$ cat src/rtl/factor_quiz_pkg.sv
// Shared types and constants for the factor quiz: FSM states, prime and question tables, 7-seg glyphs.
// No logic state; pure constants and a combinational binary-to-BCD helper.
// Backpressure: not applicable.
package factor_quiz_pkg;

    typedef enum logic [2:0] {
        ST_IDLE   = 3'd0,
        ST_WAIT   = 3'd1,
        ST_PLAY   = 3'd2,
        ST_SOLVED = 3'd3,
        ST_OVER   = 3'd4
    } state_t;

    localparam int ROM_DEPTH = 8;

    // Index 0 is the first question served after reset.
    localparam logic [ROM_DEPTH-1:0][9:0] QUESTION_ROM = {
        10'd884, 10'd462, 10'd360, 10'd210, 10'd90, 10'd84, 10'd30, 10'd12
    };

    localparam logic [7:0][4:0] PRIME_LUT = {
        5'd17, 5'd13, 5'd11, 5'd7, 5'd5, 5'd3, 5'd2, 5'd0
    };

    localparam logic [6:0] SEG_BLANK = 7'h7F;
    localparam logic [6:0] SEG_DASH  = 7'b0111111;

    // Active-low, bit0 = segment a .. bit6 = segment g.
    localparam logic [9:0][6:0] SEG_DIGIT = {
        7'h10, 7'h00, 7'h78, 7'h02, 7'h12, 7'h19, 7'h30, 7'h24, 7'h79, 7'h40
    };

    function automatic logic [11:0] bin2bcd(input logic [9:0] bin);
        logic [21:0] sh;
        sh = {12'd0, bin};
        for (int i = 0; i < 10; i++) begin
            if (sh[13:10] >= 4'd5) sh[13:10] = sh[13:10] + 4'd3;
            if (sh[17:14] >= 4'd5) sh[17:14] = sh[17:14] + 4'd3;
            if (sh[21:18] >= 4'd5) sh[21:18] = sh[21:18] + 4'd3;
            sh = sh << 1;
        end
        return sh[21:10];
    endfunction

endpackage

$ cat src/rtl/factor_quiz_seg7_dec.sv
// One decimal digit to active-low 7-segment pattern, with a blank override.
// Latency: combinational. Backpressure: not applicable.
module seg7_dec
    import factor_quiz_pkg::*;
(
    input  logic [3:0] digit_i,
    input  logic       blank_i,
    output logic [6:0] seg_o
);

    always_comb begin
        seg_o = SEG_BLANK;
        if (!blank_i && digit_i <= 4'd9) begin
            seg_o = SEG_DIGIT[digit_i];
        end
    end

endmodule

$ cat src/rtl/factor_quiz_top.sv
// Prime-factorization quiz: ROM question, prime latch/apply, lives, six-digit display, solved LED.
// Latency: 1 cycle edge-to-display (3 with INPUT_SYNC_EN defined). Backpressure: none, inputs are levels/edges.
module factor_quiz_top
    import factor_quiz_pkg::*;
#(
    parameter int NUM_Q = 8,
    parameter int NUM_W = 10
) (
    input  logic       CLK,
    input  logic       RST,
    input  logic [1:0] HP,
    input  logic [2:0] SEL,
    input  logic       DEC,
    input  logic       CLR,
    input  logic       READY,
    input  logic       QUE,
    output logic [6:0] HEX0,
    output logic [6:0] HEX1,
    output logic [6:0] HEX2,
    output logic [6:0] HEX3,
    output logic [6:0] HEX4,
    output logic [6:0] HEX5,
    output logic       LEDR
);

    localparam int QW = (NUM_Q > 1) ? $clog2(NUM_Q) : 1;

    logic       dec_s, clr_s, que_s, ready_s;
    logic [2:0] sel_s;

`ifdef INPUT_SYNC_EN
    logic [6:0] sync1_q, sync2_q;

    always_ff @(posedge CLK) begin
        if (RST) begin
            sync1_q <= '0;
            sync2_q <= '0;
        end else begin
            sync1_q <= {SEL, READY, QUE, CLR, DEC};
            sync2_q <= sync1_q;
        end
    end

    assign {sel_s, ready_s, que_s, clr_s, dec_s} = sync2_q;
`else
    assign {sel_s, ready_s, que_s, clr_s, dec_s} = {SEL, READY, QUE, CLR, DEC};
`endif

    logic dec_prev_q, clr_prev_q, que_prev_q;
    logic dec_edge, clr_edge, que_edge;

    assign dec_edge = dec_s & ~dec_prev_q;
    assign clr_edge = clr_s & ~clr_prev_q;
    assign que_edge = que_s & ~que_prev_q;

    state_t           state_q, state_d;
    logic [NUM_W-1:0] num_q, num_d;
    logic [2:0]       lives_q, lives_d;
    logic [2:0]       psel_q, psel_d;
    logic [QW-1:0]    qidx_q, qidx_d;
    logic [5:0][6:0]  hex_q, hex_d;

    logic [NUM_W-1:0] quo, rem;

    always_ff @(posedge CLK) begin
        if (RST) begin
            state_q    <= ST_IDLE;
            num_q      <= '0;
            lives_q    <= '0;
            psel_q     <= '0;
            qidx_q     <= '0;
            hex_q      <= {6{SEG_BLANK}};
            dec_prev_q <= 1'b0;
            clr_prev_q <= 1'b0;
            que_prev_q <= 1'b0;
        end else begin
            state_q    <= state_d;
            num_q      <= num_d;
            lives_q    <= lives_d;
            psel_q     <= psel_d;
            qidx_q     <= qidx_d;
            hex_q      <= hex_d;
            dec_prev_q <= dec_s;
            clr_prev_q <= clr_s;
            que_prev_q <= que_s;
        end
    end

    // Constant divisors per prime keep the divider to a handful of fixed-ratio circuits.
    always_comb begin
        quo = num_q;
        rem = '0;
        case (psel_q)
            3'd1: begin quo = num_q / NUM_W'(2);  rem = num_q % NUM_W'(2);  end
            3'd2: begin quo = num_q / NUM_W'(3);  rem = num_q % NUM_W'(3);  end
            3'd3: begin quo = num_q / NUM_W'(5);  rem = num_q % NUM_W'(5);  end
            3'd4: begin quo = num_q / NUM_W'(7);  rem = num_q % NUM_W'(7);  end
            3'd5: begin quo = num_q / NUM_W'(11); rem = num_q % NUM_W'(11); end
            3'd6: begin quo = num_q / NUM_W'(13); rem = num_q % NUM_W'(13); end
            3'd7: begin quo = num_q / NUM_W'(17); rem = num_q % NUM_W'(17); end
            default: begin quo = num_q; rem = '0; end
        endcase
    end

    always_comb begin
        state_d = state_q;
        num_d   = num_q;
        lives_d = lives_q;
        qidx_d  = qidx_q;
        psel_d  = (sel_s != 3'd0) ? sel_s : psel_q;
        if (!ready_s) begin
            state_d = ST_IDLE;
        end else if (state_q == ST_IDLE) begin
            state_d = ST_WAIT;
        end else if (clr_edge && state_q != ST_WAIT) begin
            state_d = ST_WAIT;
        end else if (que_edge) begin
            num_d   = NUM_W'(QUESTION_ROM[qidx_q]);
            qidx_d  = (qidx_q == QW'(NUM_Q - 1)) ? '0 : qidx_q + QW'(1);
            lives_d = {1'b0, HP} + 3'd1;
            psel_d  = '0;
            state_d = ST_PLAY;
        end else if (dec_edge && state_q == ST_PLAY && psel_q != 3'd0) begin
            if (rem == '0) begin
                num_d = quo;
                if (quo == NUM_W'(1)) state_d = ST_SOLVED;
            end else begin
                lives_d = lives_q - 3'd1;
                if (lives_q == 3'd1) state_d = ST_OVER;
            end
        end
    end

    // Display is built from next-state values so it lands in the same cycle as the update.
    logic [11:0]     bcd_num, bcd_p;
    logic            show;
    logic [5:0][3:0] dig;
    logic [5:0]      blk;
    logic [5:0][6:0] seg_w;

    always_comb begin
        bcd_num = bin2bcd(10'(num_d));
        bcd_p   = bin2bcd(10'(PRIME_LUT[psel_d]));
        show    = (state_d == ST_PLAY) || (state_d == ST_SOLVED) || (state_d == ST_OVER);
        dig[0]  = bcd_num[3:0];
        blk[0]  = !show;
        dig[1]  = bcd_num[7:4];
        blk[1]  = !show || (bcd_num[11:4] == 8'd0);
        dig[2]  = bcd_num[11:8];
        blk[2]  = !show || (bcd_num[11:8] == 4'd0);
        dig[3]  = bcd_p[3:0];
        blk[3]  = !show || (psel_d == 3'd0);
        dig[4]  = bcd_p[7:4];
        blk[4]  = !show || (bcd_p[11:4] == 8'd0);
        dig[5]  = {1'b0, lives_d};
        blk[5]  = !show;
        hex_d   = seg_w;
        if (state_d == ST_WAIT) hex_d[0] = SEG_DASH;
        LEDR    = (state_q == ST_SOLVED);
    end

    for (genvar g = 0; g < 6; g++) begin : g_seg
        seg7_dec u_seg (
            .digit_i (dig[g]),
            .blank_i (blk[g]),
            .seg_o   (seg_w[g])
        );
    end

    assign HEX0 = hex_q[0];
    assign HEX1 = hex_q[1];
    assign HEX2 = hex_q[2];
    assign HEX3 = hex_q[3];
    assign HEX4 = hex_q[4];
    assign HEX5 = hex_q[5];

endmodule

$ cat config.mk
export PLATFORM = sky130hd
export DESIGN_NAME = factor_quiz_top
export DESIGN_NICKNAME = d
export VERILOG_FILES = /design/src/rtl/factor_quiz_pkg.sv /design/src/rtl/factor_quiz_seg7_dec.sv /design/src/rtl/factor_quiz_top.sv
export SDC_FILE = /design/constraint.sdc
export NUM_CORES = 1
export LEC_CHECK = 0
export BUFFER_PORTS_ARGS = -buffer_cell sky130_fd_sc_hd__buf_4
export CORE_UTILIZATION = 45
export DETAILED_ROUTE_END_ITERATION = 7
export PLACE_DENSITY = 0.67
export SKIP_LAST_GASP = 1
export SYNTH_ARGS = -nofsm -noshare
export SYNTH_HDL_FRONTEND = slang
export SYNTH_SLANG_ARGS = --single-unit
$ cat constraint.sdc
create_clock -name CLK -period 49 [get_ports CLK]
set_input_delay 9.8 -clock CLK [delete_from_list [all_inputs] [get_ports CLK]]
set_output_delay 9.8 -clock CLK [all_outputs]
set_load 0.005 [all_outputs]
==> flow_metrics.py <==
metrics = {
    "status": {
        "outcome": "finished clean",
    },
    "worst_setup_path": {
        "start_kind": "flip-flop",
        "cp_max_fo": 18,
        "cp_data_arrival_time_ns": 27.35,
        "slowest_stage": "dfxtp_1",
        "crit_path_end_kind": "flip-flop",
        "critical_path_class": "reg -> reg",
        "cpPeakStageDelay_ns": 0.81,
        "ff2ff_setup_slack_ns": 21.85,
        "crit_top_cell": "ha_1",
        "worstPathRequired_ns": 49.21,
    },
    "run": {
        "cap_violations": 0,
    },
    "route": {
        "postRouteAntennaNets": 0,
        "drt_iter0_markers": 406,
        "wl_per_cell_um": 15.8,
        "wirelength_mm": 20.6,
        "via_count": 7645,
        "viasPerCell": 5.88,
        "firstDrtPassIters": 5,
        "drc": 0,
    },
    "clocking": {
        "cts_tree": "built",
        "cts_buffers": 9,
        "cts_root_buf": "clkbuf_16",
        "cts_buffer_depth": 2,
        "postCtsSetupRepairBufs": 0,
        "clk_pin_slew_ns": 0.06,
        "cts.htree.levels": 3,
        "cts_hold_buffers": 0,
        "cts_sinks": 75,
        "cts_resized": 0,
        "clock_latency_ns": 0.34,
    },
    "synthesis": {
        "synth_top_area_cell": "dfxtp_1",
        "ys_seq_area_share_pct": 18.3,
        "syn-num-nets": 1142,
        "ys_top_cells_by_count": "nor2_1, ha_1, nand2_1",
        "ys_top_cells_by_area": "dfxtp_1, ha_1, nor2_1, mux2i_1, a21oi_1",
        "netlist_area_um2": 8220,
        "ys_warn_count": 0,
        "async_reset_ff_share_pct": 0,
        "synth_most_common_cell": "nor2_1",
        "dominantRegCellSynth": "dfxtp_1",
        "synth-edff-count": 0,
        "synth_top_area_share_pct": 18.3,
        "synth.avg_cell_area_um2": 7.95,
        "synth_cell_type_count": 105,
        "synth-seq-cells": 75,
        "syn_inst": 1034,
    },
    "timing": {
        "worst_pin_slew_ns": 1.04,
        "maxSlewViolCount": 0,
        "fin_setup_tns_ns": 0,
        "clock_skew_ns": 0.0120,
        "period_share_pct": 55.4,
        "rsz0062_at_grt": "false",
        "finalHoldViolCount": 0,
        "slew_headroom_pct": 30.1,
        "period_needed_ns": 27.15,
        "fmax_mhz": 36.8,
        "final-setup-viol-count": 0,
    },
    "grt": {
        "grt_pass1_vias": 6981,
        "grt.total_usage_pct": 22.6,
        "overflow": 0,
        "grt_max_degree": 26,
        "grt_antenna_before_repair": 0,
        "grt_pass1_wl_mm": 34.3,
    },
    "power": {
        "switching_share_pct": 48.0,
        "leakage_nw": 3.86,
        "power.density_nw_per_um2": 48.2,
        "ir_drop_mv": 0.0837,
        "comb_power_share_pct": 68.8,
        "seqPwrFrac_pct": 14.5,
        "clkPwrFrac_pct": 16.7,
        "internal-power_mw": 0.228,
        "switching_power_mw": 0.210,
    },
    "cells_and_area": {
        "layout-drive-gt1-share_pct": 13.5,
        "final_cell_count_no_fill": 1300,
        "area_growth_pct": 10.4,
        "antennaDiodeCount": 0,
        "fin_nets": 1174,
    },
    "place": {
        "gp_congestion": 0.919,
        "io_buffers": 53,
        "post-dp-hpwl_mm": 16.0,
        "dp.cells": 1284,
    },
    "floorplan": {
        "row_count": 49,
        "dieWidth_um": 137,
        "core_um2": 17900,
        "die_height_um": 137,
        "dieArea_um2": 18800,
        "initial_core_util_pct": 45.9,
        "io_pins": 54,
    },
    "hold_path": {
        "hp-class": "reg -> reg",
    },
}
kinds of logic (layout without fill, tap and decap cells):
kind of cell,count (synthesis),count (layout),share of synthesized area [%]
compound gates,321,321,28.7
xor+xnor,44,44,4.69
fa+ha+maj,97,97,14.9
buf+inv,98,135,4.96
flops,75,75,18.3
mux,54,54,7.15
other cells,1,1,0.0456
simple gates,344,344,21.2
power by group through the flow:
stage / registers [mW] / logic (mW) / clock network [mW]
floorplan: 0.0640 / 0.239 / 0
global placement: 0.0649 / 0.293 / 0
detailed placement: 0.0649 / 0.294 / 0
CTS: 0.0636 / 0.296 / 0.0741
global route: 0.0637 / 0.335 / 0.0770
finish: 0.0636 / 0.301 / 0.0730
stage by stage:
step / setup WS, ns / instance area [um2] / hold slack, ns / total power [mW] / utilization (%)
2_1_floorplan: 25.44 / 8220 / 0.505 / 0.303 / -
3_3_place_gp: 22.99 / 8750 / 0.537 / 0.358 / 48.9
3_5_place_dp: 22.30 / 8750 / 0.552 / 0.359 / 48.9
4_1_cts: 22.18 / 9080 / 0.569 / 0.433 / 50.7
5_1_grt: 19.39 / 9080 / 0.609 / 0.476 / 50.7
6_report: 21.85 / 9080 / 0.559 / 0.438 / 50.7
area by class of cell:
class,count,area [um2]
sequential,75,1500
multi-input combinational,861,6310
clock inverter,4,72.6
fill,1766,8820
inverter,65,245
timing repair buffer,54,405
tap,229,287
clock buffer,12,256
layer usage:
metal,share of wire [%],track usage [%],routed length (um),vias up
met5,0,0,0,-
met4,1.5,6.29,311,0
met3,4.5,2.93,919,23
met2,45,36.7,9260,183
met1,49,31.1,10100,3558
li1,-,-,-,3881
worst paths after layout:
path	start	to	cells after the start
setup / recovery	psel_q[0]	HEX1[6]	111
hold / removal	qidx_q[0]	qidx_q[0]	2
setup reg to reg	psel_q[0]	HEX1[6]	111
hold reg to reg	qidx_q[0]	qidx_q[0]	2
cells in the final DEF (no fill, tap or decap), drive strengths merged, types with 16 or more instances in the layout:
| master | netlist | final |
|---|---|---|
| buf | 13 | 54 |
| ha | 95 | 95 |
| o21ai | 70 | 70 |
| a21oi | 64 | 64 |
| inv | 62 | 62 |
| mux2i | 34 | 34 |
| and2 | 16 | 16 |
| nor2 | 107 | 107 |
| mux2 | 20 | 20 |
| dfxtp | 75 | 75 |
| nand2 | 77 | 77 |
| xnor2 | 31 | 31 |
| nand3 | 30 | 30 |
| nand2b | 16 | 16 |
worst max-delay path, delay by kind of cell (launching register included):
kind / cells / cell delay [ns]
adders and majority gates: 18 / 5.29
and+or+nand+nor: 35 / 7.17
AOI/OAI and AO/OA: 43 / 10.74
xor gates and xnor gates: 7 / 1.67
DFF: 1 / 0.81
muxes: 2 / 0.72
buffers and inverters: 6 / 0.64
No activity file was read; power rests on OpenSTA's default activity.
